[config.mk]
export PLATFORM = sky130hd
export DESIGN_NAME = dac_wave_gen
export DESIGN_NICKNAME = d
export VERILOG_FILES = /design/src/rtl/dac_wave_gen.sv
export SDC_FILE = /design/constraint.sdc
export NUM_CORES = 1
export LEC_CHECK = 0
export ABC_AREA = 0
export CORE_AREA = 2 2 85 87
export DETAILED_ROUTE_END_ITERATION = 7
export DIE_AREA = 0 0 87 89
export GPL_ROUTABILITY_DRIVEN = 0
export PLACE_DENSITY = 0.62
export SLEW_MARGIN = 40
export SYNTH_ARGS = -nofsm -noshare
export SYNTH_HDL_FRONTEND = slang
export SYNTH_SLANG_ARGS = --single-unit
export TNS_END_PERCENT = 30
[constraint.sdc]
create_clock -name i_clk -period 2.68 [get_ports i_clk]
set_clock_uncertainty 0.15 [all_clocks]
set_input_delay 0.536 -clock i_clk [delete_from_list [all_inputs] [get_ports i_clk]]
set_output_delay 0.536 -clock i_clk [all_outputs]
set_load 0.01 [all_outputs]
[src/rtl/dac_wave_gen.sv]
// Waveform sample source for the I2C DAC FSM: ticks at clk/TICK_DIV, computes
// sawtooth/triangle/square/constant codes and offers them over valid/ready.
module dac_wave_gen #(
    parameter int unsigned TICK_DIV = 50000,
    parameter int unsigned CNT_W    = 20
) (
    input  logic        i_clk,
    input  logic        i_rst,
    input  logic [1:0]  i_mode,
    input  logic [3:0]  i_step,
    input  logic [7:0]  i_level,
    output logic [7:0]  o_data,
    output logic        o_valid,
    input  logic        i_ready,
    output logic        o_overrun,
    output logic [15:0] o_sample_cnt
);

    localparam logic [CNT_W-1:0] DIV_LAST = CNT_W'(TICK_DIV - 1);

    localparam logic [1:0] MODE_SAW   = 2'd0;
    localparam logic [1:0] MODE_TRI   = 2'd1;
    localparam logic [1:0] MODE_SQR   = 2'd2;

    logic [CNT_W-1:0] div_q, div_d;
    logic [7:0]       phase_q, phase_d;
    logic [7:0]       data_q, data_d;
    logic             valid_q, valid_d;
    logic             ovr_q, ovr_d;
    logic [15:0]      cnt_q, cnt_d;

    logic             tick;
    logic             xfer;
    logic [7:0]       step_eff;
    logic [7:0]       code;

    assign tick     = (div_q == DIV_LAST);
    assign xfer     = valid_q & i_ready;
    assign step_eff = (i_step == 4'd0) ? 8'd1 : {4'd0, i_step};

    always_comb begin
        case (i_mode)
            MODE_SAW: code = phase_q;
            MODE_TRI: code = phase_q[7] ? ~{phase_q[6:0], 1'b0} : {phase_q[6:0], 1'b0};
            MODE_SQR: code = phase_q[7] ? 8'hFF : 8'h00;
            default:  code = i_level;
        endcase
    end

    always_comb begin
        div_d   = tick ? '0 : div_q + 1'b1;
        phase_d = phase_q;
        data_d  = data_q;
        valid_d = valid_q;
        ovr_d   = ovr_q;
        cnt_d   = cnt_q + {15'd0, xfer};

        if (xfer) begin
            valid_d = 1'b0;
        end
        // Phase advances on every tick so the waveform stays time-true even
        // when the DAC side stalls and samples are dropped.
        if (tick) begin
            phase_d = phase_q + step_eff;
            if (!valid_q || i_ready) begin
                data_d  = code;
                valid_d = 1'b1;
            end else begin
                ovr_d = 1'b1;
            end
        end
    end

    always_ff @(posedge i_clk) begin
        if (i_rst) begin
            div_q   <= '0;
            phase_q <= '0;
            data_q  <= '0;
            valid_q <= 1'b0;
            ovr_q   <= 1'b0;
            cnt_q   <= '0;
        end else begin
            div_q   <= div_d;
            phase_q <= phase_d;
            data_q  <= data_d;
            valid_q <= valid_d;
            ovr_q   <= ovr_d;
            cnt_q   <= cnt_d;
        end
    end

    assign o_data       = data_q;
    assign o_valid      = valid_q;
    assign o_overrun    = ovr_q;
    assign o_sample_cnt = cnt_q;

endmodule

# == Word-level counts from Yosys, hierarchy flattened ==
# Cells that the tools add are included.
# word_totals
input_bits,17
reg_bits,54
out_inout_bits,26
# op_classes
n_addsub,3
bitwise_logic,3
reduce_logical,7
eq_ne,3
n_mux,7
# op_table
op,n
one-hot mux 8 bit (3 select lines),1
"adder 20 x 1 -> 20 bit, second input constant",1
"== test 20 x 16 -> 1 bit, second input constant",1
adder 16 x 1 -> 16 bit,1
two-way mux 8 bit,2
adder 8 x 4 -> 8 bit,1
NOT 8 bit,1
logical NOT 4 bit,1
two-way mux 4 bit,1
AND reduction 2 bit,2
two-way mux 1 bit,3
"== test 2 x 1 -> 1 bit, second input constant",1
"== test 2 bit, second input constant",1
logical NOT 2 bit,1
OR reduction 2 bit,1
bitwise AND 1 bit,1
logical NOT 1 bit,1
logical OR 1 bit,1
NOT 1 bit,1

# == Logic depth before layout (Yosys ltp) ==
# depth
ltp_word,4
depth_mapped,10
depth_no_buf,10

# == Least setup slack after synthesis ==
# Ideal clock, no wire load.
# synth_timing
path_type,input to register
start,input port i_step[1]
end,register phase_q[6]
setup_slack_ns,0.282
setup_time_ns,0.121
cell_stages,10
arrival_time_ns,2.127
path_buffers,0
path_cell_list,nor3_1 -> or2_2 -> ha_1 -> inv_1 -> fa_1 -> inv_1 -> a21o_1 -> a21oi_1 -> nor3_1 -> mux2_2
# synth_between
elab_chain_len,3
# synth_rtl
item,line,source
start: declaration,10,"input logic [3:0] i_step,"
logical NOT 4 bit,39,"assign step_eff = (i_step == 4'd0) ? 8'd1 : {4'd0, i_step};"
two-way mux 4 bit *,39,
adder 8 x 4 -> 8 bit *,64,phase_d = phase_q + step_eff;
end signal: assignment,84,phase_q <= phase_d;
end: declaration,26,"logic [7:0] phase_q, phase_d;"
# Every way passes the cells marked *; elsewhere a longest branch is shown, timed or not.
# A chain may end at the register's enable or synchronous reset.

# == Worst setup path in the final report ==
# layout_timing
start,register div_q[16]
end,register phase_q[7]
# layout_between
elab_chain_len,1
# layout_rtl
item,line,source
start: declaration,25,"logic [CNT_W-1:0] div_q, div_d;"
start signal: assignment,83,div_q <= div_d;
== test 20 x 16 -> 1 bit,37,assign tick = (div_q == DIV_LAST);
# No other way between the ends.

==> impl_metrics.ini <==
[pwr]
p_int_mw = 1.05
ir_drop_mv = 0.213
total_power_mw = 1.38
power_frac_seq_pct = 58.8
clkPwrFrac_pct = 34.1
power_density_mw_per_mm2 = 417
p_sw_share_pct = 24.0
switching_power_mw = 0.331
pwr-share-comb_pct = 7.1
p_leak_nw = 1.24

[finish]
fillerInstances = 643
antennaDiodeCount = 0
drive_gt1_share_pct = 8.38
fin_area_mm2 = 0.00330
multiInputGateArea_mm2 = 0.00148
register_area_mm2 = 0.00108
syn_to_final_growth_pct = 24.7
fin_nets = 382
finish.utilization_pct = 49.2

[synth]
synthesis.nets = 337
synth.avg_cell_area_um2 = 8.49
yosysUniqueCellTypes = 45
async_flop_share_pct = 0
synth_seq_area_share_pct = 40.8
yosysTopAreaCell = dfxtp_1
synth_edf_count = 0
synth-seq-cells = 54
synth_ff_type = dfxtp_1
syn-cell-area_mm2 = 0.00265
synth_cells = 312
synth_warnings = 0
synth_top_area_share_pct = 40.8
synth_area_leaders = dfxtp_1 41%, nor2_1 8.1%, xor2_1 7.6%, ha_1 3.3%, a21oi_1 2.8%

[grt]
track_usage_pct = 14.7
grt_overflow_total = 0
grt_max_degree = 20
antenna_found_initial = 0
grt_pass1_vias = 2077
grt_first_pass_wirelength_um = 9250

[detailed_routing]
num_vias = 2232
route.final.wire_length_um = 5480
wire_per_inst_um = 12.5
detail_route.iter0.violations = 63
drc = 0
firstDrtPassIters = 4
viasPerCell = 5.10
postRouteAntennaNets = 0

[timing]
setup_ws_ns = 0.130
drv_slew = 0
setup_violations = 0
rsz0062_at_grt = no
fmax_ghz = 0.392
layout_worst_path_cycle_share_pct = 95.1
hold_viol_final = 0
relSlewSlack_pct = 69.0
worst_pin_slew_ns = 0.463
min_period_ns = 2.55

[critical_path]
critPathLaunchType = flop
worstPathArrival_ns = 2.64
end_kind = flop
critPathMaxFanout = 11
critical_path_required_ns = 2.77
critPathKind = flop to flop

[clock_tree]
clockBufferDepth = 2
clockRootBuffer = clkbuf_8
clk_pin_slew_ns = 0.10
postCtsHoldBufs = 0
clkLatencyLatePin_ns = 0.31
htreeDepth = 2
cts_buffers = 5
cts_tree = yes
cts_sinks = 54

[placed_design]
dpl_cell_area_mm2 = 0.00320
place_ws_ns = -0.190
portBuffers = 42
post-dp-hpwl_um = 3980

[hold_path]
hp-class = flop to flop

[die]
dieArea_mm2 = 0.00774
dieHeight_um = 89
rows = 30
start_util_pct = 39.4
die_x_um = 87
core_mm2 = 0.00672
io_pins = 43

[run_status]
run_status = complete, no violations

[flow_run]
maxCapViolations = 0
==> metal layers <==
metal	global-route usage (%)	vias up	share of wire (%)	routed length [um]
met1	19.6	1008	50	2740
met4	3.69	0	0.67	37
li1	-	1172	-	-
met3	2.40	4	4.0	217
met2	25.0	48	45	2490
met5	0	-	0	0
==> critical path: stages, from the launching register on <==
cell and delay, ns:
dfxtp_1 0.35, or4b_1 0.53, or3_4 0.39, or2_1 0.36, or4_1 0.54, a21oi_1 0.16
==> power groups by stage <==
stage	registers [mW]	clock network [mW]	logic, mW
after global routing	0.810	0.518	0.110
after detailed placement	0.828	0	0.0974
after CTS	0.809	0.492	0.0982
after global placement	0.828	0	0.0965
final	0.809	0.470	0.0979
after floorplan	0.827	0	0.0557
==> placed cells by master (no fill, tap or decap), drive strengths merged, types with 5 or more instances in the layout <==
master          n
clkbuf          5
nor2           57
o21ai           6
xnor2           8
nand2          17
and3           11
buf            14
inv             7
clkdlybuf4s50  42
dfxtp          54
nand3b          6
nor2b           5
a211oi          8
nand4           7
o221ai          6
nand3           9
xor2           23
o21a            6
ha              7
a21oi          15
nor3            5
==> area by class of cell <==
type	instances	area share, %
well taps	80	3.03
multi-input cells	234	44.8
repair buffers	56	15.9
flip-flops and latches	54	32.7
clock buffers	5	2.08
inverters	6	0.682
clock inverters	3	0.758
==> repair_timing <==
action,CTS,global route
endpoints found under the setup margin,0,1
resized for setup,0,2
buffers inserted,0,0
==> flip-flops by register name, indices dropped and copies added (netlist names) <==
signal and count:
div_q 20, o_data 8, o_overrun 1, o_sample_cnt 16
o_valid 1, phase_q 8
==> path summary, 6_finish.rpt <==
check                               start          to  slack (ns)  cells after the start
worst max register to register  div_q[16]  phase_q[7]        0.13                      5
worst min-delay path             div_q[0]    div_q[0]        0.33                      1
worst min register to register   div_q[0]    div_q[0]        0.33                      1
worst max-delay path            div_q[16]  phase_q[7]        0.13                      5
==> cells by family (layout without fill, tap and decap cells) <==
group	Yosys count	after routing	share of synthesized area [%]
adders and majority gates	8	8	4.06
AOI/OAI and AO/OA	47	47	11.8
muxes	4	4	1.61
buffers and inverters	24	70	3.59
and+or+nand+nor	144	144	27.9
xor gates and xnor gates	31	31	10.3
DFF	54	54	40.8
==> per-stage QoR <==
step,TNS (ns),instances,hold WS (ns)
6_report,0,438,0.326
5_1_grt,0,438,0.370
4_1_cts,0,438,0.324
3_5_place_dp,-0.404,430,0.300
3_3_place_gp,-0.260,430,0.295
2_1_floorplan,0,312,0.280
==> cells in the mapped netlist (2+ instances only) <==
master and instances:
a211oi_1 8, a21o_1 2, a21oi_1 15, and2_1 3, and3_1 11, and4_1 3, buf_1 2, buf_2 4
clkbuf_1 12, dfxtp_1 54, ha_1 7, inv_1 6, mux2_2 2, mux2i_1 2, nand2_1 17, nand2b_1 4
nand3_1 9, nand3b_1 6, nand4_1 7, nor2_1 57, nor2b_1 5, nor3_1 5, nor4_1 2, o21a_1 6
o21ai_0 6, o221ai_1 6, or3_1 3, or4_1 2, xnor2_1 8, xor2_1 23
(Power assumes the default switching activity.)
